--- config.mk ---
export PLATFORM = sky130hd
export DESIGN_NAME = cache_writeback_buffer_flat
export DESIGN_NICKNAME = d
export VERILOG_FILES = /design/src/rtl/cache_pkg.sv /design/src/rtl/cache_writeback_buffer_if.sv /design/src/rtl/cache_writeback_buffer_wb_queue.sv /design/src/rtl/cache_writeback_buffer.sv /design/src/flat_wrapper.sv
export SDC_FILE = /design/constraint.sdc
export NUM_CORES = 1
export LEC_CHECK = 0
export BUFFER_PORTS_ARGS = -buffer_cell sky130_fd_sc_hd__buf_4
export CAP_MARGIN = 20
export CORE_MARGIN = 1
export CORE_UTILIZATION = 41
export DETAILED_ROUTE_END_ITERATION = 6
export GPL_TIMING_DRIVEN = 0
export MAX_ROUTING_LAYER = met4
export PLACE_DENSITY_LB_ADDON = 0.2
export SKIP_CTS_REPAIR_TIMING = 1
export SLEW_MARGIN = 20
export SYNTH_ARGS = -nofsm -noshare
export SYNTH_HDL_FRONTEND = slang
export SYNTH_SLANG_ARGS = --single-unit
--- constraint.sdc ---
create_clock -name clk -period 5.8 [get_ports clk]
set_clock_uncertainty 0.2 [all_clocks]
set_input_delay 0.29 -clock clk [delete_from_list [all_inputs] [get_ports clk]]
set_output_delay 0.29 -clock clk [all_outputs]
set_load 0.005 [all_outputs]
--- src/rtl/cache_pkg.sv ---
// Shared definitions for the data-cache write-back path: bus widths,
// address split, drain state encoding and RAM request levels.
package cache_pkg;
    localparam int ADDR_W = 6;
    localparam int DATA_W = 8;
    localparam int TAG_W  = 3;
    localparam int SET_W  = 3;

    // Drain engine states: IDLE waits for work, WRITE holds a RAM request.
    typedef enum logic {
        DRAIN_IDLE  = 1'b0,
        DRAIN_WRITE = 1'b1
    } drain_state_e;

    // RAM write-request levels and the shortest possible drain turnaround.
    localparam logic MEM_REQ_OFF          = 1'b0;
    localparam logic MEM_REQ_ON           = 1'b1;
    localparam int   MEM_MIN_DRAIN_CYCLES = 2;
endpackage

--- src/rtl/cache_writeback_buffer_if.sv ---
// Bus bundle between cache, write-back buffer and RAM. The buffer takes the
// slave view; whatever drives evictions, lookups and the RAM ack takes master.
interface cache_writeback_buffer_if #(
    parameter int ADDR_W = cache_pkg::ADDR_W,
    parameter int DATA_W = cache_pkg::DATA_W,
    parameter int DEPTH  = 4
);
    localparam int CNT_W = $clog2(DEPTH) + 1;

    logic              evict_valid;
    logic [ADDR_W-1:0] evict_addr;
    logic [DATA_W-1:0] evict_data;
    logic              evict_ready;
    logic [ADDR_W-1:0] lookup_addr;
    logic              lookup_hit;
    logic [DATA_W-1:0] lookup_data;
    logic              mem_we;
    logic [ADDR_W-1:0] mem_addr;
    logic [DATA_W-1:0] mem_wdata;
    logic              mem_ack;
    logic [CNT_W-1:0]  count;
    logic              full;
    logic              empty;

    modport slave (
        input  evict_valid, evict_addr, evict_data, lookup_addr, mem_ack,
        output evict_ready, lookup_hit, lookup_data, mem_we, mem_addr, mem_wdata,
               count, full, empty
    );

    modport master (
        output evict_valid, evict_addr, evict_data, lookup_addr, mem_ack,
        input  evict_ready, lookup_hit, lookup_data, mem_we, mem_addr, mem_wdata,
               count, full, empty
    );
endinterface

--- src/rtl/cache_writeback_buffer_wb_queue.sv ---
// Circular store of buffered victims: allocation at tail, removal at head,
// in-place coalescing of repeated addresses and youngest-match lookup.
module wb_queue #(
    parameter int ADDR_W = cache_pkg::ADDR_W,
    parameter int DATA_W = cache_pkg::DATA_W,
    parameter int DEPTH  = 4
) (
    input  logic                        clk,
    input  logic                        srst,
    input  logic                        push_i,
    input  logic [ADDR_W-1:0]           push_addr_i,
    input  logic [DATA_W-1:0]           push_data_i,
    input  logic                        pop_i,
    input  logic                        head_locked_i,
    input  logic [ADDR_W-1:0]           lookup_addr_i,
    output logic                        coalesce_hit_o,
    output logic                        coalesce_at_head_o,
    output logic [ADDR_W-1:0]           head_addr_o,
    output logic [DATA_W-1:0]           head_data_o,
    output logic                        lookup_hit_o,
    output logic [DATA_W-1:0]           lookup_data_o,
    output logic [$clog2(DEPTH):0]      count_o,
    output logic                        full_o,
    output logic                        empty_o
);
    import cache_pkg::*;

    localparam int PTR_W = $clog2(DEPTH);
    localparam int CNT_W = PTR_W + 1;

    logic              valid_q [DEPTH];
    logic [ADDR_W-1:0] addr_q  [DEPTH];
    logic [DATA_W-1:0] data_q  [DEPTH];
    logic [PTR_W-1:0]  head_q, tail_q, head_d, tail_d;
    logic [CNT_W-1:0]  count_q, count_d;
    logic [PTR_W-1:0]  co_idx;
    logic              co_hit;
    logic              alloc;
    logic [DEPTH-1:0]  alloc_we, coal_we, pop_clr;

    // Walk entries oldest to youngest so the last match seen is the youngest.
    always_comb begin
        logic [PTR_W-1:0] idx;
        idx           = head_q;
        lookup_hit_o  = 1'b0;
        lookup_data_o = '0;
        co_hit        = 1'b0;
        co_idx        = head_q;
        for (int k = 0; k < DEPTH; k++) begin
            idx = head_q + PTR_W'(k);
            if ((CNT_W'(k) < count_q) && valid_q[idx]) begin
                if (addr_q[idx] == lookup_addr_i) begin
                    lookup_hit_o  = 1'b1;
                    lookup_data_o = data_q[idx];
                end
                // The entry being written to RAM must not change under it.
                if ((addr_q[idx] == push_addr_i) && !(k == 0 && head_locked_i)) begin
                    co_hit = 1'b1;
                    co_idx = idx;
                end
            end
        end
    end

    assign alloc = push_i && !co_hit;

    for (genvar gi = 0; gi < DEPTH; gi++) begin : g_entry_we
        assign alloc_we[gi] = alloc && (tail_q == PTR_W'(gi));
        assign coal_we[gi]  = push_i && co_hit && (co_idx == PTR_W'(gi));
        assign pop_clr[gi]  = pop_i && (head_q == PTR_W'(gi));
    end

    assign head_d  = pop_i ? head_q + PTR_W'(1) : head_q;
    assign tail_d  = alloc ? tail_q + PTR_W'(1) : tail_q;
    assign count_d = count_q + CNT_W'(alloc) - CNT_W'(pop_i);

    // Pointer, occupancy and per-entry storage update.
    always_ff @(posedge clk) begin
        if (srst) begin
            head_q  <= '0;
            tail_q  <= '0;
            count_q <= '0;
            for (int i = 0; i < DEPTH; i++) begin
                valid_q[i] <= 1'b0;
                addr_q[i]  <= '0;
                data_q[i]  <= '0;
            end
        end else begin
            head_q  <= head_d;
            tail_q  <= tail_d;
            count_q <= count_d;
            for (int i = 0; i < DEPTH; i++) begin
                if (pop_clr[i]) valid_q[i] <= 1'b0;
                if (alloc_we[i]) begin
                    valid_q[i] <= 1'b1;
                    addr_q[i]  <= push_addr_i;
                end
                if (alloc_we[i] || coal_we[i]) data_q[i] <= push_data_i;
            end
        end
    end

    assign coalesce_hit_o     = co_hit;
    assign coalesce_at_head_o = co_hit && (co_idx == head_q);
    assign head_addr_o        = addr_q[head_q];
    assign head_data_o        = data_q[head_q];
    assign count_o            = count_q;
    assign full_o             = (count_q == CNT_W'(DEPTH));
    assign empty_o            = (count_q == '0);
endmodule

--- src/rtl/cache_writeback_buffer.sv ---
// Write-back buffer top: victim queue plus the drain engine that replays
// queued victims into RAM one at a time over the ack handshake.
module cache_writeback_buffer #(
    parameter int ADDR_W = cache_pkg::ADDR_W,
    parameter int DATA_W = cache_pkg::DATA_W,
    parameter int DEPTH  = 4
) (
    input  logic                    clk,
    input  logic                    Reset,
    cache_writeback_buffer_if.slave bus
);
    import cache_pkg::*;

    localparam int CNT_W = $clog2(DEPTH) + 1;

    drain_state_e      state_q;
    logic              mem_we_q;
    logic [ADDR_W-1:0] mem_addr_q;
    logic [DATA_W-1:0] mem_wdata_q;

    logic              evict_ready;
    logic              push, pop;
    logic              co_hit, co_at_head;
    logic [ADDR_W-1:0] head_addr;
    logic [DATA_W-1:0] head_data, launch_data;
    logic [CNT_W-1:0]  count;
    logic              full, empty;

    // A full buffer still takes a victim that folds into an existing entry.
    assign evict_ready = !full || co_hit;
    assign push        = bus.evict_valid && evict_ready;
    assign pop         = (state_q == DRAIN_WRITE) && bus.mem_ack;

    wb_queue #(.ADDR_W(ADDR_W), .DATA_W(DATA_W), .DEPTH(DEPTH)) u_queue (
        .clk                (clk),
        .srst               (Reset),
        .push_i             (push),
        .push_addr_i        (bus.evict_addr),
        .push_data_i        (bus.evict_data),
        .pop_i              (pop),
        .head_locked_i      (state_q == DRAIN_WRITE),
        .lookup_addr_i      (bus.lookup_addr),
        .coalesce_hit_o     (co_hit),
        .coalesce_at_head_o (co_at_head),
        .head_addr_o        (head_addr),
        .head_data_o        (head_data),
        .lookup_hit_o       (bus.lookup_hit),
        .lookup_data_o      (bus.lookup_data),
        .count_o            (count),
        .full_o             (full),
        .empty_o            (empty)
    );

    // The head may be coalesced on the very edge we launch it; take the new data.
    assign launch_data = (push && co_at_head) ? bus.evict_data : head_data;

    // Drain engine: launch head from IDLE, hold request in WRITE until acked.
    always_ff @(posedge clk) begin
        if (Reset) begin
            state_q     <= DRAIN_IDLE;
            mem_we_q    <= MEM_REQ_OFF;
            mem_addr_q  <= '0;
            mem_wdata_q <= '0;
        end else begin
            case (state_q)
                DRAIN_IDLE: begin
                    if (!empty) begin
                        state_q     <= DRAIN_WRITE;
                        mem_we_q    <= MEM_REQ_ON;
                        mem_addr_q  <= head_addr;
                        mem_wdata_q <= launch_data;
                    end
                end
                DRAIN_WRITE: begin
                    if (bus.mem_ack) begin
                        state_q     <= DRAIN_IDLE;
                        mem_we_q    <= MEM_REQ_OFF;
                        mem_addr_q  <= '0;
                        mem_wdata_q <= '0;
                    end
                end
                default: begin
                    state_q  <= DRAIN_IDLE;
                    mem_we_q <= MEM_REQ_OFF;
                end
            endcase
        end
    end

    assign bus.evict_ready = evict_ready;
    assign bus.mem_we      = mem_we_q;
    assign bus.mem_addr    = mem_addr_q;
    assign bus.mem_wdata   = mem_wdata_q;
    assign bus.count       = count;
    assign bus.full        = full;
    assign bus.empty       = empty;
endmodule

--- src/flat_wrapper.sv ---
// flat-port wrapper written by rule: the top's interface ports become plain ports
module cache_writeback_buffer_flat import cache_pkg::*;
#(
    parameter int ADDR_W = cache_pkg::ADDR_W,
    parameter int DATA_W = cache_pkg::DATA_W,
    parameter int DEPTH  = 4
)
  (clk, Reset, bus_evict_valid, bus_evict_addr, bus_evict_data, bus_lookup_addr, bus_mem_ack, bus_evict_ready, bus_lookup_hit, bus_lookup_data, bus_mem_we, bus_mem_addr, bus_mem_wdata, bus_count, bus_full, bus_empty);
  cache_writeback_buffer_if #(.ADDR_W(ADDR_W), .DATA_W(DATA_W), .DEPTH(DEPTH)) bus_i ();
  input  logic clk;
  input  logic Reset;
  input wire logic [$bits(bus_i.evict_valid)-1:0] bus_evict_valid;
  input wire logic [$bits(bus_i.evict_addr)-1:0] bus_evict_addr;
  input wire logic [$bits(bus_i.evict_data)-1:0] bus_evict_data;
  input wire logic [$bits(bus_i.lookup_addr)-1:0] bus_lookup_addr;
  input wire logic [$bits(bus_i.mem_ack)-1:0] bus_mem_ack;
  output wire logic [$bits(bus_i.evict_ready)-1:0] bus_evict_ready;
  output wire logic [$bits(bus_i.lookup_hit)-1:0] bus_lookup_hit;
  output wire logic [$bits(bus_i.lookup_data)-1:0] bus_lookup_data;
  output wire logic [$bits(bus_i.mem_we)-1:0] bus_mem_we;
  output wire logic [$bits(bus_i.mem_addr)-1:0] bus_mem_addr;
  output wire logic [$bits(bus_i.mem_wdata)-1:0] bus_mem_wdata;
  output wire logic [$bits(bus_i.count)-1:0] bus_count;
  output wire logic [$bits(bus_i.full)-1:0] bus_full;
  output wire logic [$bits(bus_i.empty)-1:0] bus_empty;
  assign bus_i.evict_valid = bus_evict_valid;
  assign bus_i.evict_addr = bus_evict_addr;
  assign bus_i.evict_data = bus_evict_data;
  assign bus_i.lookup_addr = bus_lookup_addr;
  assign bus_i.mem_ack = bus_mem_ack;
  assign bus_evict_ready = bus_i.evict_ready;
  assign bus_lookup_hit = bus_i.lookup_hit;
  assign bus_lookup_data = bus_i.lookup_data;
  assign bus_mem_we = bus_i.mem_we;
  assign bus_mem_addr = bus_i.mem_addr;
  assign bus_mem_wdata = bus_i.mem_wdata;
  assign bus_count = bus_i.count;
  assign bus_full = bus_i.full;
  assign bus_empty = bus_i.empty;
  cache_writeback_buffer #(.ADDR_W(ADDR_W), .DATA_W(DATA_W), .DEPTH(DEPTH)) u_core (.clk(clk), .Reset(Reset), .bus(bus_i));
endmodule
* Yosys cells after proc, flatten, opt, wreduce, memory -nomap -nowiden
Memories as Yosys holds them, arrays and structs flattened. A register that Yosys moved wholly into a read port is not among the register bits. Index checks and enable logic that the tools add are counted.
Operators by class: multiplexer cells 103, add/subtract/negate cells 6, reductions and logical operators 36, $lt $le $gt $ge 4, equality and inequality tests 21, bitwise operators 17
Operator list (number):
- 8-bit 2-to-1 mux | 15
- 1-bit 2-to-1 mux | 66
- 6-bit equality test | 8
- 6-bit 2-to-1 mux | 6
- 2-bit 2-to-1 mux | 12
- 1-bit logical AND | 23
- 1-bit OR | 16
- 8-bit case mux with 2 select lines | 1
- 2-bit equality test, second input constant | 6
- 6-bit case mux with 2 select lines | 1
- 2-bit by 1-bit equality test with 1-bit output, second input constant | 3
- 2-bit logical NOT | 3
- 1-bit by 3-bit < comparator with 1-bit output, first input constant | 2
- 2-bit by 3-bit < comparator with 1-bit output, first input constant | 2
- 1-bit logical OR | 5
- 2-bit by 1-bit adder with 2-bit output, second input constant | 2
- 2-bit adder, second input constant | 2
- 2-bit != test, second input constant | 2
- 1-bit case mux with 2 select lines | 2
- 3-bit by 1-bit adder with 3-bit output | 1
- 3-bit equality test, second input constant | 1
- 1-bit logical NOT | 3
- 3-bit logical NOT | 1
- 3-bit by 1-bit subtractor with 3-bit output | 1
- 3 further kinds | 3
Storage, ports and cells: bits in writable memories 60, bits of input ports 24, word-level logic and storage cells 197, register bits 23, memories 3, output and inout port bits 30
Memory list:
- u_core.u_queue.data_q | depth 4, bits a word 8, read ports 4, clocked after Yosys merged registers in 1, wr ports 4, line cache_writeback_buffer_wb_queue.sv:33 | logic [DATA_W-1:0] data_q [DEPTH];
- u_core.u_queue.addr_q | depth 4, bits a word 6, read ports 4, clocked after Yosys merged registers in 1, wr ports 4, line cache_writeback_buffer_wb_queue.sv:32 | logic [ADDR_W-1:0] addr_q [DEPTH];
- u_core.u_queue.valid_q | depth 4, bits a word 1, read ports 4, clocked after Yosys merged registers in 1, wr ports 4, line cache_writeback_buffer_wb_queue.sv:31 | logic valid_q [DEPTH];

* Longest topological paths before layout
Gate-level depths: netlist (run 1).
depth in word-level cells 19, depth in mapped cells 21

* Cells and area by module
From an unflattened synthesis (run 1), not the netlist that was laid out.
Second synthesis, totals: cell total of the unflattened synthesis 576, area total of the unflattened synthesis 6286.0 µm²
By module, submodules not included:
- wb_queue | area an instance 5497.8 µm², times used 1, cells each 480
- cache_writeback_buffer | area an instance 788.3 µm², times used 1, cells each 96

* Worst setup path before layout (run 1)
No wires, ideal clock.
path kind flip-flop to flip-flop, from register u_core.u_queue.head_q[0], to register u_core.u_queue.count_q[2], in the netlist u_core.u_queue.count_o[2], cell stages (with the launch flop) 21, library setup time 0.128 ns, clock period less this slack 4.717 ns, slack 1.083 ns, buffers on the path 5, data arrival time 4.389 ns, cell sequence dfxtp_1 > buf_4 > inv_2 > buf_2 > ha_1 > buf_6 > mux2_2 > o21ai_0 > a221oi_1 > o211ai_1 > o21a_1 > nor4bb_1 > buf_2 > buf_1 > inv_1 > ha_1 > inv_1 > ha_1 > fa_1 > xor2_1 > nor2_1
On the way: word-level cells in the longest chain between the ends 14, elaborated cells on any way between the ends 23, those cells by class add/sub: 5; eq/ne: 3; mux: 6; reduce/logical: 7; memory: 2
RTL lines:
- from (decl) | line cache_writeback_buffer_wb_queue.sv:34 | logic [PTR_W-1:0] head_q, tail_q, head_d, tail_d;
- from (signal assigned) | line cache_writeback_buffer_wb_queue.sv:80 | head_q <= '0;
- from (signal assigned) | line cache_writeback_buffer_wb_queue.sv:89 | head_q <= head_d;
- 2-bit by 1-bit adder with 2-bit output | line cache_writeback_buffer_wb_queue.sv:50 | idx = head_q + PTR_W'(k);
- memory 4 x 6 bit
- 6-bit equality test | line cache_writeback_buffer_wb_queue.sv:57 | if ((addr_q[idx] == push_addr_i) && !(k == 0 && head_locked_i)) begin
- 1-bit 2-to-1 mux | line cache_writeback_buffer_wb_queue.sv:57
- 1-bit 2-to-1 mux | line cache_writeback_buffer_wb_queue.sv:51 | if ((CNT_W'(k) < count_q) && valid_q[idx]) begin
- 1-bit 2-to-1 mux | line cache_writeback_buffer_wb_queue.sv:57
- 1-bit 2-to-1 mux | line cache_writeback_buffer_wb_queue.sv:51
- 1-bit 2-to-1 mux | line cache_writeback_buffer_wb_queue.sv:57
- 1-bit 2-to-1 mux * | line cache_writeback_buffer_wb_queue.sv:51
- 1-bit logical OR | line cache_writeback_buffer.sv:30 | assign evict_ready = !full || co_hit;
- 1-bit logical AND | line cache_writeback_buffer.sv:31 | assign push = bus.evict_valid && evict_ready;
- 1-bit logical AND * | line cache_writeback_buffer_wb_queue.sv:65 | assign alloc = push_i && !co_hit;
- 3-bit by 1-bit adder with 3-bit output * | line cache_writeback_buffer_wb_queue.sv:75 | assign count_d = count_q + CNT_W'(alloc) - CNT_W'(pop_i);
- 3-bit by 1-bit subtractor with 3-bit output * | line cache_writeback_buffer_wb_queue.sv:75
- to (signal assigned) | line cache_writeback_buffer_wb_queue.sv:91 | count_q <= count_d;
- to (decl) | line cache_writeback_buffer_wb_queue.sv:35 | logic [CNT_W-1:0] count_q, count_d;
Mark *: on every way between the ends. The rest lies on a longest branch, timed or not. A chain may end at the register's enable or synchronous reset.

* Worst setup path in the final report (run 1)
from register u_core.u_queue.head_q[0], to register u_core.u_queue.count_q[1], in the netlist u_core.u_queue.count_o[1]
On the way: word-level cells in the longest chain between the ends 14, elaborated cells on any way between the ends 23, those cells by class add/sub: 5; eq/ne: 3; mux: 6; reduce/logical: 7; memory: 2
RTL lines (line):
- 2-bit by 1-bit adder with 2-bit output | cache_writeback_buffer_wb_queue.sv:50
- memory 4 x 6 bit
- 6-bit equality test | cache_writeback_buffer_wb_queue.sv:57
- 1-bit 2-to-1 mux | cache_writeback_buffer_wb_queue.sv:57
- 1-bit 2-to-1 mux | cache_writeback_buffer_wb_queue.sv:51
- 1-bit 2-to-1 mux | cache_writeback_buffer_wb_queue.sv:57
- 1-bit 2-to-1 mux | cache_writeback_buffer_wb_queue.sv:51
- 1-bit 2-to-1 mux | cache_writeback_buffer_wb_queue.sv:57
- 1-bit 2-to-1 mux * | cache_writeback_buffer_wb_queue.sv:51
- 1-bit logical OR | cache_writeback_buffer.sv:30
- 1-bit logical AND | cache_writeback_buffer.sv:31
- 1-bit logical AND * | cache_writeback_buffer_wb_queue.sv:65
- 3-bit by 1-bit adder with 3-bit output * | cache_writeback_buffer_wb_queue.sv:75
- 3-bit by 1-bit subtractor with 3-bit output * | cache_writeback_buffer_wb_queue.sv:75
- via u_core.u_queue.count_d[1] | cache_writeback_buffer_wb_queue.sv:35
Mark *: on every way through the listed nets, which the timed path passes. The rest lies on a longest branch.

==> out/metrics.cfg, run 1 <==
[timing]
slew_violations=0
setup_viol_count_final=0
clock.fmax_ghz=0.183
tightest_slew_ns=0.875
slew_headroom_pct=41.2
period_needed_ns=5.45
setup_ws_ns=0.346
rsz0062_at_grt=no
tns_ns=0
period_share_pct=94.0
hold_viol=0
holdWs_ns=0.0784

[place]
io_buffers=49
placed_area_mm2=0.00707
hpwl_um=14700
place_congestion=0.956
dp_slack_ns=0.0230

[route]
routed_wirelength_um=18500
ant_nets=0
drtIter0Drc=645
viasPerCell=5.96
wl_per_cell_um=21.0
via_count=5242
route.detailed.drc=0
firstDrtPassIters=5

[global_route]
grt_usage_pct=24.2
overflow=0
antenna_found_initial=0
grt_pass1_wl_um=28500
grt_pass1_vias=4985
grt_max_degree=15

[clock_tree]
cts.sinks=85
htree_levels=3
cts_tree=done
cts_root_buf=clkbuf_16
cts.clk_slew.worst_paths_ns=0.06
cts_buffers=9
clk_latency_ns=0.34
clk_path_buf_depth=2

[hold_path]
worstHoldPathCells=3
hold_start=bus_evict_data[6]
hold_end=u_core.bus.mem_wdata[6]
hold_path.class=in -> reg

[synth]
synth_top_area_cell=edfxtp_1
synth_edf_count=60
async_flop_share_pct=0
synth_area_leaders=edfxtp_1 28%, mux4_2 16%, dfxtp_1 7.8%
synth_flop_cell=edfxtp_1
postSynthNetCount=640
yosys_warnings=0
syn_avg_cell_area_um2=10.7
ys_seq_elements=85
synth_area_mm2=0.00643
yosysTopAreaCellShare_pct=28.0
ys_types=55
netlist_instances=603
yosysSeqAreaShare_pct=35.8

[floorplanning]
core_area_mm2=0.0153
fp.dieW_um=127
dieArea_mm2=0.0162
die_height_um=127
ioPinCount=54
core.rowCount=45
start_util_pct=42.2

[critical_path]
cp_slowest_stage_delay_ns=0.51
path_buf_inv=9
cp-start-kind=register
crit_family=buffers and inverters
critical-path-slowest-cell=a221oi_2
crit_fanout=11
path_class=reg -> reg
r2r_end=u_core.u_queue.count_o[1]
timing.rr.start=u_core.u_queue.head_q[0]
crit_chain=buf_4 -> inv_2 -> buf_2 -> ha_1 -> buf_6 -> buf_6 -> mux2i_1 -> xnor2_1 -> nor4_1 -> nand2_1 -> a221oi_2 -> nor4bb_2 -> buf_2 -> clkbuf_2 -> inv_1 -> ha_1 -> inv_1 -> ha_1 -> fa_1 -> nor2b_1
crit_arrival_ns=5.47
crit_path_end_kind=register
cp-startpoint=u_core.u_queue.head_q[0]
rr_worst_depth=20
cpMostUsedCell=ha_1
required_ns=5.82
cp_num_cells=20
reg2reg_slack_ns=0.35

[layout]
final_cell_mix=66 x nand2_1, 60 x edfxtp_1, 51 x buf_4, 45 x mux4_2, 44 x mux2i_1
synthToLayoutAreaGrowth_pct=14.3
diodes=0
drive_gt1_share_pct=22.0
final_common_cell=nand2_1
nFillCells=1433
fin_nets=701
fin_area_mm2=0.00736

[pwr]
irDropWorstVdd_mv=0.240
power_mw=2.61
p_leak_nw=2.65
power_density_mw_per_mm2=355

[run_status]
status=finished clean

[flow_run]
cap_violations=0

[flip-flops by register name, summed over array words and instances, names as in the netlist, named ones only]
register	cells
u_core.u_queue.addr_q	24
u_core.bus.mem_we	1
u_core.bus.mem_wdata	8
u_core.bus.mem_addr	6
u_core.u_queue.count_o	3
u_core.u_queue.data_q	32
u_core.state_q	1
u_core.u_queue.valid_q	4
u_core.u_queue.tail_q	2
u_core.u_queue.head_q	2
[cell families (layout without fill, tap and decap cells)]
group	count (synthesis)	count (layout)	synth area share (%)
DFF	85	85	35.8
xor gates and xnor gates	50	50	6.81
AOI/OAI and AO/OA	105	105	10.3
buffers and inverters	70	136	4.96
adders and majority gates	13	13	2.64
and+or+nand+nor	183	183	14.9
muxes	97	97	24.7
[layout make-up]
| type | count | area (um^2) | share of cell area, % |
|---|---|---|---|
| Multi-Input combinational cell | 448 | 3820 | 52.0 |
| Sequential cell | 85 | 2300 | 31.3 |
| Timing Repair Buffer | 50 | 375 | 5.10 |
| Tap cell | 211 | 264 | 3.59 |
| Clock buffer | 10 | 229 | 3.11 |
| Buffer | 42 | 215 | 2.93 |
| Inverter | 28 | 105 | 1.43 |
| Clock inverter | 6 | 40.0 | 0.544 |
[synth_stat cells, types with 3 or more instances]
master,count
nor2_1,12
buf_1,7
nand2_1,66
o21ai_0,32
xor2_1,20
dfxtp_1,25
mux2_2,5
nand4_1,3
mux4_2,45
edfxtp_1,60
and2_1,25
o31ai_1,16
ha_1,12
nor4_1,5
nand2b_1,10
xnor2_1,30
mux2i_1,44
inv_1,26
a21oi_1,32
nand3_1,27
o21ai_1,3
mux4_1,3
clkbuf_1,17
nor3_1,9
and3b_1,4
buf_6,5
buf_2,12
nor2b_1,10
a221oi_1,4
[through the flow]
step                      util [%]  instances
after global routing          48.2        880
after floorplan                  -        603
after CTS                     48.1        879
after global placement        46.3        863
after detailed placement      46.3        863
final                         48.2        880
[report_power, final]
group | switching (mW) | total, mW | internal (mW)
clock network | 0.240 | 0.529 | 0.289
registers | 0.114 | 0.898 | 0.784
logic | 0.651 | 1.18 | 0.530
total | 1.01 | 2.61 | 1.60
[per-layer routing]
layer,GRT usage [%],vias to the layer above,share of wire (%)
met5,-,-,0
met2,33.3,311,42
met1,36.1,2531,47
li1,-,2372,-
met3,4.27,28,9.6
met4,6.93,0,1.8
[worst min-delay path, stage by stage]
cell and delay, ns:
buf_4 0.12, mux2i_1 0.06, o21ai_0 0.12
[worst max-delay path by stage]
| stage | to | slack, ns |
|---|---|---|
| detailed placement | u_core.u_queue.count_o[2] | 0.02 |
| floorplan | u_core.u_queue.count_o[2] | 1.08 |
| global placement | u_core.u_queue.data_q[2][3] | -0.01 |
| CTS | u_core.u_queue.count_o[2] | -0.0006 |
| global route | u_core.u_queue.count_o[2] | 0.05 |
| finish | u_core.u_queue.count_o[1] | 0.35 |
Power figures use the tool's default switching activity.
==> run 2: changes to the inputs <==
Settings changed: BUFFER_PORTS_ARGS -buffer_cell sky130_fd_sc_hd__buf_4 to unset, DONT_BUFFER_PORTS set to 1.
==> out/metrics.cfg, run 2 (synthesis gave the netlist of run 1 again) <==
[timing]
tns_ns=0  ; unchanged
period_needed_ns=5.52  ; was 5.45 ns
slew_violations=0  ; unchanged
setup_viol_count_final=0  ; unchanged
hold_viol=2  ; was 0
clock.fmax_ghz=0.181  ; was 0.183 GHz
rsz0062_at_grt=no  ; unchanged
tightest_slew_ns=1.02  ; was 0.875 ns
slew_headroom_pct=31.8  ; was 41.2%
holdWs_ns=-0.0561  ; was 0.0784 ns
period_share_pct=95.2  ; was 94.0%
setup_ws_ns=0.279  ; was 0.346 ns

[pwr]
p_leak_nw=2.44  ; was 2.65 nW
power_density_mw_per_mm2=359  ; was 355 mW/mm^2
irDropWorstVdd_mv=0.216  ; was 0.240 mV

[clock_tree]
clk_latency_ns=0.35  ; was 0.34 ns
htree_levels=3  ; unchanged
cts_root_buf=clkbuf_16  ; unchanged
cts_buffers=9  ; unchanged
cts.sinks=85  ; unchanged
cts_tree=done  ; unchanged
clk_path_buf_depth=2  ; unchanged
cts.clk_slew.worst_paths_ns=0.06  ; about the same

[floorplanning]
start_util_pct=42.2  ; unchanged
core.rowCount=45  ; unchanged
ioPinCount=54  ; unchanged
fp.dieW_um=127  ; unchanged
core_area_mm2=0.0153  ; unchanged
die_height_um=127  ; unchanged
dieArea_mm2=0.0162  ; unchanged

[critical_path]
required_ns=5.82  ; about the same
path_class=reg -> reg  ; unchanged
crit_path_end_kind=register  ; unchanged
crit_fanout=11  ; unchanged
crit_arrival_ns=5.54  ; was 5.47 ns
timing.rr.start=u_core.u_queue.head_q[0]  ; unchanged
r2r_end=u_core.u_queue.count_o[2]  ; was u_core.u_queue.count_o[1]
rr_worst_depth=20  ; unchanged
worstSetupEndpoint=u_core.u_queue.count_o[2]  ; was u_core.u_queue.count_o[1]
reg2reg_slack_ns=0.28  ; was 0.35 ns
cp-start-kind=register  ; unchanged
cp-startpoint=u_core.u_queue.head_q[0]  ; unchanged

[global_route]
use_met3_pct=5.95  ; was 4.27%
grt_pass1_wl_um=27600  ; was 28500 um
top_usage_layer=met1  ; unchanged
grt_max_degree=15  ; unchanged
overflow=0  ; unchanged
grt_util_met1_pct=35.0  ; was 36.1%
met2_usage_pct=32.2  ; was 33.3%
grt_usage_pct=23.8  ; was 24.2%
antenna_found_initial=0  ; unchanged
grt_pass1_vias=4701  ; was 4985

[place]
dp_slack_ns=-0.0653  ; was 0.0230 ns
hpwl_um=14400  ; was 14700 um
place_congestion=0.938  ; was 0.956
io_buffers=0  ; was 49

[layout]
top_register=u_core.u_queue.data_q  ; unchanged
drive_gt1_share_pct=15.8  ; was 22.0%
final_common_cell=nand2_1  ; unchanged
synthToLayoutAreaGrowth_pct=9.70  ; was 14.3%
fin_nets=658  ; was 701
fin_util_pct=46.3  ; was 48.2%
seq_area_mm2=0.00230  ; unchanged
multiInputGateArea_mm2=0.00382  ; unchanged
nFillCells=1430  ; was 1433
diodes=0  ; unchanged
final_cell_mix=66 x nand2_1, 60 x edfxtp_1, 45 x mux4_2, 44 x mux2i_1, 32 x a21oi_1  ; was 66 x nand2_1, 60 x edfxtp_1, 51 x buf_4, 45 x mux4_2, 44 x mux2i_1
largest_reg_flops=32  ; unchanged

[route]
wl_per_cell_um=21.9  ; was 21.0 um
drtIter0Drc=507  ; was 645
ant_nets=0  ; unchanged
firstDrtPassIters=5  ; unchanged
route.detailed.drc=0  ; unchanged
via_count=5062  ; was 5242
viasPerCell=6.05  ; was 5.96
routed_wirelength_um=18300  ; was 18500 um

[run_status]
violations=negative hold slack
status=finished with violations  ; was finished clean

[flow_run]
cap_violations=0  ; unchanged

[hold_path]
hold_path.class=in -> reg  ; unchanged
worstHoldPathCells=2  ; was 3

## run 2: critical path: stages (launching register included)
cell	delay [ns]
dfxtp_2	0.43
buf_4	0.24
inv_2	0.13
buf_2	0.25
ha_1	0.48
buf_6	0.21
buf_6	0.18
mux2i_1	0.33
a221oi_1	0.15
o211ai_1	0.45
o21a_1	0.27
nor4bb_2	0.35
buf_2	0.27
clkbuf_2	0.26
inv_1	0.07
ha_1	0.28
inv_1	0.04
ha_1	0.18
fa_1	0.38
xor2_1	0.17
nor2_1	0.06
## run 2: where the power goes
part / switching [mW] / internal (mW)
clock: 0.236 / 0.302
combinational: 0.618 / 0.466
sequential: 0.126 / 0.784
## run 2: cell type report
cell class                 instances  share of cell area (%)
timing repair buffer               7                   0.957
sequential                        85                    32.6
inverter                          28                    1.49
multi-input combinational        448                    54.2
buffer                            42                    3.05
clock buffer                      11                    3.44
clock inverter                     5                   0.514
tap                              211                    3.74
## run 2: metrics by stage
stage          std cells  power (mW)  hold WS [ns]  area [um^2]
2_1_floorplan        603        1.70         0.249         6430
3_3_place_gp         814        1.96         0.262         6700
3_5_place_dp         814        1.98         0.272         6700
4_1_cts              830        2.52       -0.0634         6980
5_1_grt              837        2.66       0.00302         7060
6_report             837        2.53       -0.0561         7060
## run 2: how the worst min path moves through the flow
stage / start / to / slack [ns]
after floorplan: u_core.bus.mem_wdata[0] / u_core.bus.mem_wdata[0] / 0.25
after global placement: u_core.bus.mem_wdata[0] / u_core.bus.mem_wdata[0] / 0.26
after detailed placement: u_core.bus.mem_wdata[6] / u_core.bus.mem_wdata[6] / 0.27
final: bus_evict_data[7] / u_core.bus.mem_wdata[7] / -0.06
after global routing: bus_evict_data[7] / u_core.bus.mem_wdata[7] / 0.003
after CTS: bus_evict_data[7] / u_core.bus.mem_wdata[7] / -0.06
## run 2: per-layer routing
layer	wire length (um)	share of wire, %
met1	8570	47
met3	1890	10
met5	0	0
met4	276	1.5
met2	7560	41
==> run 3: changes to the inputs <==
Settings changed: ABC_AREA set to 1.
==> out/metrics.cfg, run 3 <==
[critical_path]
path_buf_inv=8  ; was 9
critical-path-slowest-cell=buf_1  ; was ha_1
crit_chain=buf_2 -> inv_2 -> buf_1 -> ha_1 -> buf_4 -> inv_2 -> buf_2 -> nand3_1 -> nand2_1 -> nand2_1 -> nand2_1 -> nand4_2 -> nor2_2 -> nor2_1 -> nand2_2 -> inv_2 -> nand2_4 -> nand3_4 -> ha_1 -> inv_1 -> ha_1 -> fa_1 -> xor2_1 -> nor2_1  ; was buf_4 -> inv_2 -> buf_2 -> ha_1 -> buf_6 -> buf_6 -> mux2i_1 -> a221oi_1 -> o211ai_1 -> o21a_1 -> nor4bb_2 -> buf_2 -> clkbuf_2 -> inv_1 -> ha_1 -> inv_1 -> ha_1 -> fa_1 -> xor2_1 -> nor2_1
path_class=reg -> reg  ; unchanged
cp-start-kind=register  ; unchanged
crit_path_end_kind=register  ; unchanged
reg2reg_slack_ns=1.07  ; was 0.28 ns
crit_family=buffers and inverters  ; unchanged
rr_worst_depth=24  ; was 20
required_ns=5.82  ; about the same
crit_arrival_ns=4.75  ; was 5.54 ns
cp_slowest_stage_delay_ns=0.51  ; was 0.48 ns
r2r_end=u_core.u_queue.count_o[2]  ; unchanged
timing.rr.start=u_core.u_queue.head_q[1]  ; was u_core.u_queue.head_q[0]
crit_fanout=11  ; unchanged

[synth]
async_flop_share_pct=0  ; unchanged
netlist_instances=912  ; was 603
ys_top_cells_by_count=267 x nand2_1, 105 x nor2_1, 101 x nand3_1, 76 x inv_1, 68 x o21ai_0  ; was 66 x nand2_1, 60 x edfxtp_1, 45 x mux4_2, 44 x mux2i_1
yosysTopAreaCellShare_pct=28.5  ; was 28.0%
postSynthNetCount=949  ; was 640
syn_avg_cell_area_um2=6.92  ; was 10.7 um^2
yosysMostFrequentCell=nand2_1  ; unchanged
synth_area_leaders=edfxtp_1 29%, nand2_1 16%, nand3_1 8.0%  ; was edfxtp_1 28%, mux4_2 16%, dfxtp_1 7.8%
ys_types=41  ; was 55
synth_area_mm2=0.00631  ; was 0.00643 mm^2
ys_seq_elements=85  ; unchanged
synth_edf_count=60  ; unchanged
yosysSeqAreaShare_pct=36.5  ; was 35.8%
synth_flop_cell=edfxtp_1  ; unchanged
yosys_warnings=0  ; unchanged
synth_top_area_cell=edfxtp_1  ; unchanged

[clock_tree]
cts.clk_slew.worst_paths_ns=0.06  ; about the same
cts_tree=done  ; unchanged
cts.sinks=85  ; unchanged
clk_latency_ns=0.35  ; about the same
clk_path_buf_depth=2  ; unchanged
cts_buffers=9  ; unchanged
htree_levels=3  ; unchanged
cts_root_buf=clkbuf_16  ; unchanged

[layout]
largest_reg_flops=32  ; unchanged
synthToLayoutAreaGrowth_pct=9.20  ; was 9.70%
final_common_cell=nand2_1  ; unchanged
final_cell_count_no_fill=1113  ; was 837
drive_gt1_share_pct=7.75  ; was 15.8%
diodes=0  ; unchanged
fin_nets=961  ; was 658
top_register=u_core.u_queue.data_q  ; unchanged
final_cell_mix=267 x nand2_1, 105 x nor2_1, 101 x nand3_1, 76 x inv_1, 68 x o21ai_0  ; was 66 x nand2_1, 60 x edfxtp_1, 45 x mux4_2, 44 x mux2i_1, 32 x a21oi_1

[route]
routed_wirelength_um=18800  ; was 18300 um
wl_per_cell_um=16.9  ; was 21.9 um
m1WireLength_um=9460  ; was 8570 um
firstDrtPassIters=5  ; unchanged
top_layer_used=met4  ; unchanged
route.detailed.drc=0  ; unchanged
via_count=5966  ; was 5062
wl_met2_um=7390  ; was 7560 um
viasPerCell=5.36  ; was 6.05
ant_nets=0  ; unchanged
met3_length_um=1670  ; was 1890 um
drtIter0Drc=689  ; was 507

[floorplanning]
dieArea_mm2=0.0159  ; was 0.0162 mm^2
ioPinCount=54  ; unchanged
fp.dieW_um=126  ; was 127 um
core.rowCount=44  ; was 45
die_height_um=126  ; was 127 um
core_area_mm2=0.0148  ; was 0.0153 mm^2
start_util_pct=42.8  ; was 42.2%

[timing]
setup_ws_ns=1.07  ; was 0.279 ns
period_needed_ns=4.73  ; was 5.52 ns
clock.fmax_ghz=0.211  ; was 0.181 GHz
hold_viol=0  ; was 2
rsz0062_at_grt=no  ; unchanged
slew_violations=0  ; unchanged
tightest_slew_ns=0.609  ; was 1.02 ns
slew_headroom_pct=59.4  ; was 31.8%
period_share_pct=81.6  ; was 95.2%
tns_ns=0  ; unchanged
setup_viol_count_final=0  ; unchanged

[run_status]
status=finished clean  ; was finished with violations

[global_route]
grt_pass1_wl_um=29200  ; was 27600 um
overflow=0  ; unchanged
grt_max_degree=15  ; unchanged
grt_pass1_vias=5287  ; was 4701
grt_usage_pct=24.6  ; was 23.8%
antenna_found_initial=0  ; unchanged

[place]
io_buffers=0  ; unchanged
place_congestion=0.941  ; was 0.938
dpl.cell_count=1096  ; was 814
hpwl_um=15400  ; was 14400 um
dp_slack_ns=1.18  ; was -0.0653 ns

[pwr]
p_leak_nw=3.03  ; was 2.44 nW
power_density_mw_per_mm2=412  ; was 359 mW/mm^2
irDropWorstVdd_mv=0.308  ; was 0.216 mV

[hold_path]
hold_path.class=in -> reg  ; unchanged
hold_end=u_core.u_queue.data_q[1][5]  ; was u_core.bus.mem_wdata[7]
worstHoldPathCells=2  ; unchanged
hold_start=bus_evict_data[5]  ; was bus_evict_data[7]

[flow_run]
cap_violations=0  ; unchanged

run 3: worst max path at each step:
stage | start | endpoint | cells after the start
floorplan | u_core.u_queue.head_q[1] | u_core.u_queue.count_o[2] | 24
global placement | u_core.u_queue.head_q[1] | u_core.u_queue.count_o[2] | 24
detailed placement | u_core.u_queue.head_q[1] | u_core.u_queue.count_o[2] | 24
CTS | u_core.u_queue.head_q[1] | u_core.u_queue.count_o[2] | 24
global route | u_core.u_queue.head_q[1] | u_core.u_queue.count_o[2] | 24
finish | u_core.u_queue.head_q[1] | u_core.u_queue.count_o[2] | 24
run 3: layout make-up:
class | count | area (um^2)
Clock buffer | 10 | 229
Sequential cell | 85 | 2300
Timing Repair Buffer | 1 | 10.0
Inverter | 85 | 322
Multi-Input combinational cell | 705 | 3480
Buffer | 37 | 206
Clock inverter | 6 | 111
Fill cell | 1503 | 7860
Tap cell | 184 | 230
run 3: cell families after synthesis:
| family | count (synthesis) | synth area share (%) |
|---|---|---|
| buffers and inverters | 122 | 8.37 |
| DFF | 85 | 36.5 |
| adders and majority gates | 13 | 2.70 |
| and+or+nand+nor | 528 | 36.9 |
| xor gates and xnor gates | 22 | 3.05 |
| AOI/OAI and AO/OA | 142 | 12.5 |
run 3: through the flow:
step           area, um^2  util, %  power [mW]  hold WS [ns]
2_1_floorplan        6310        -        1.80         0.257
3_3_place_gp         6540     44.3        2.17         0.271
3_5_place_dp         6540     44.3        2.17         0.272
4_1_cts              6880     46.6        2.83       -0.0526
5_1_grt              6890     46.7        3.02        0.0482
6_report             6890     46.7        2.84        0.0336
run 3: report_power, final:
group	internal (mW)	switching [mW]	total [mW]
Sequential	0.779	0.105	0.884
Combinational	0.393	0.905	1.30
Clock	0.421	0.236	0.656
Total	1.59	1.25	2.84
run 3: metal layers:
metal / GRT usage, % / vias up
met5: - / -
met4: 7.09 / 0
met3: 3.31 / 14
met2: 33.3 / 248
met1: 37.6 / 2657
li1: - / 3047
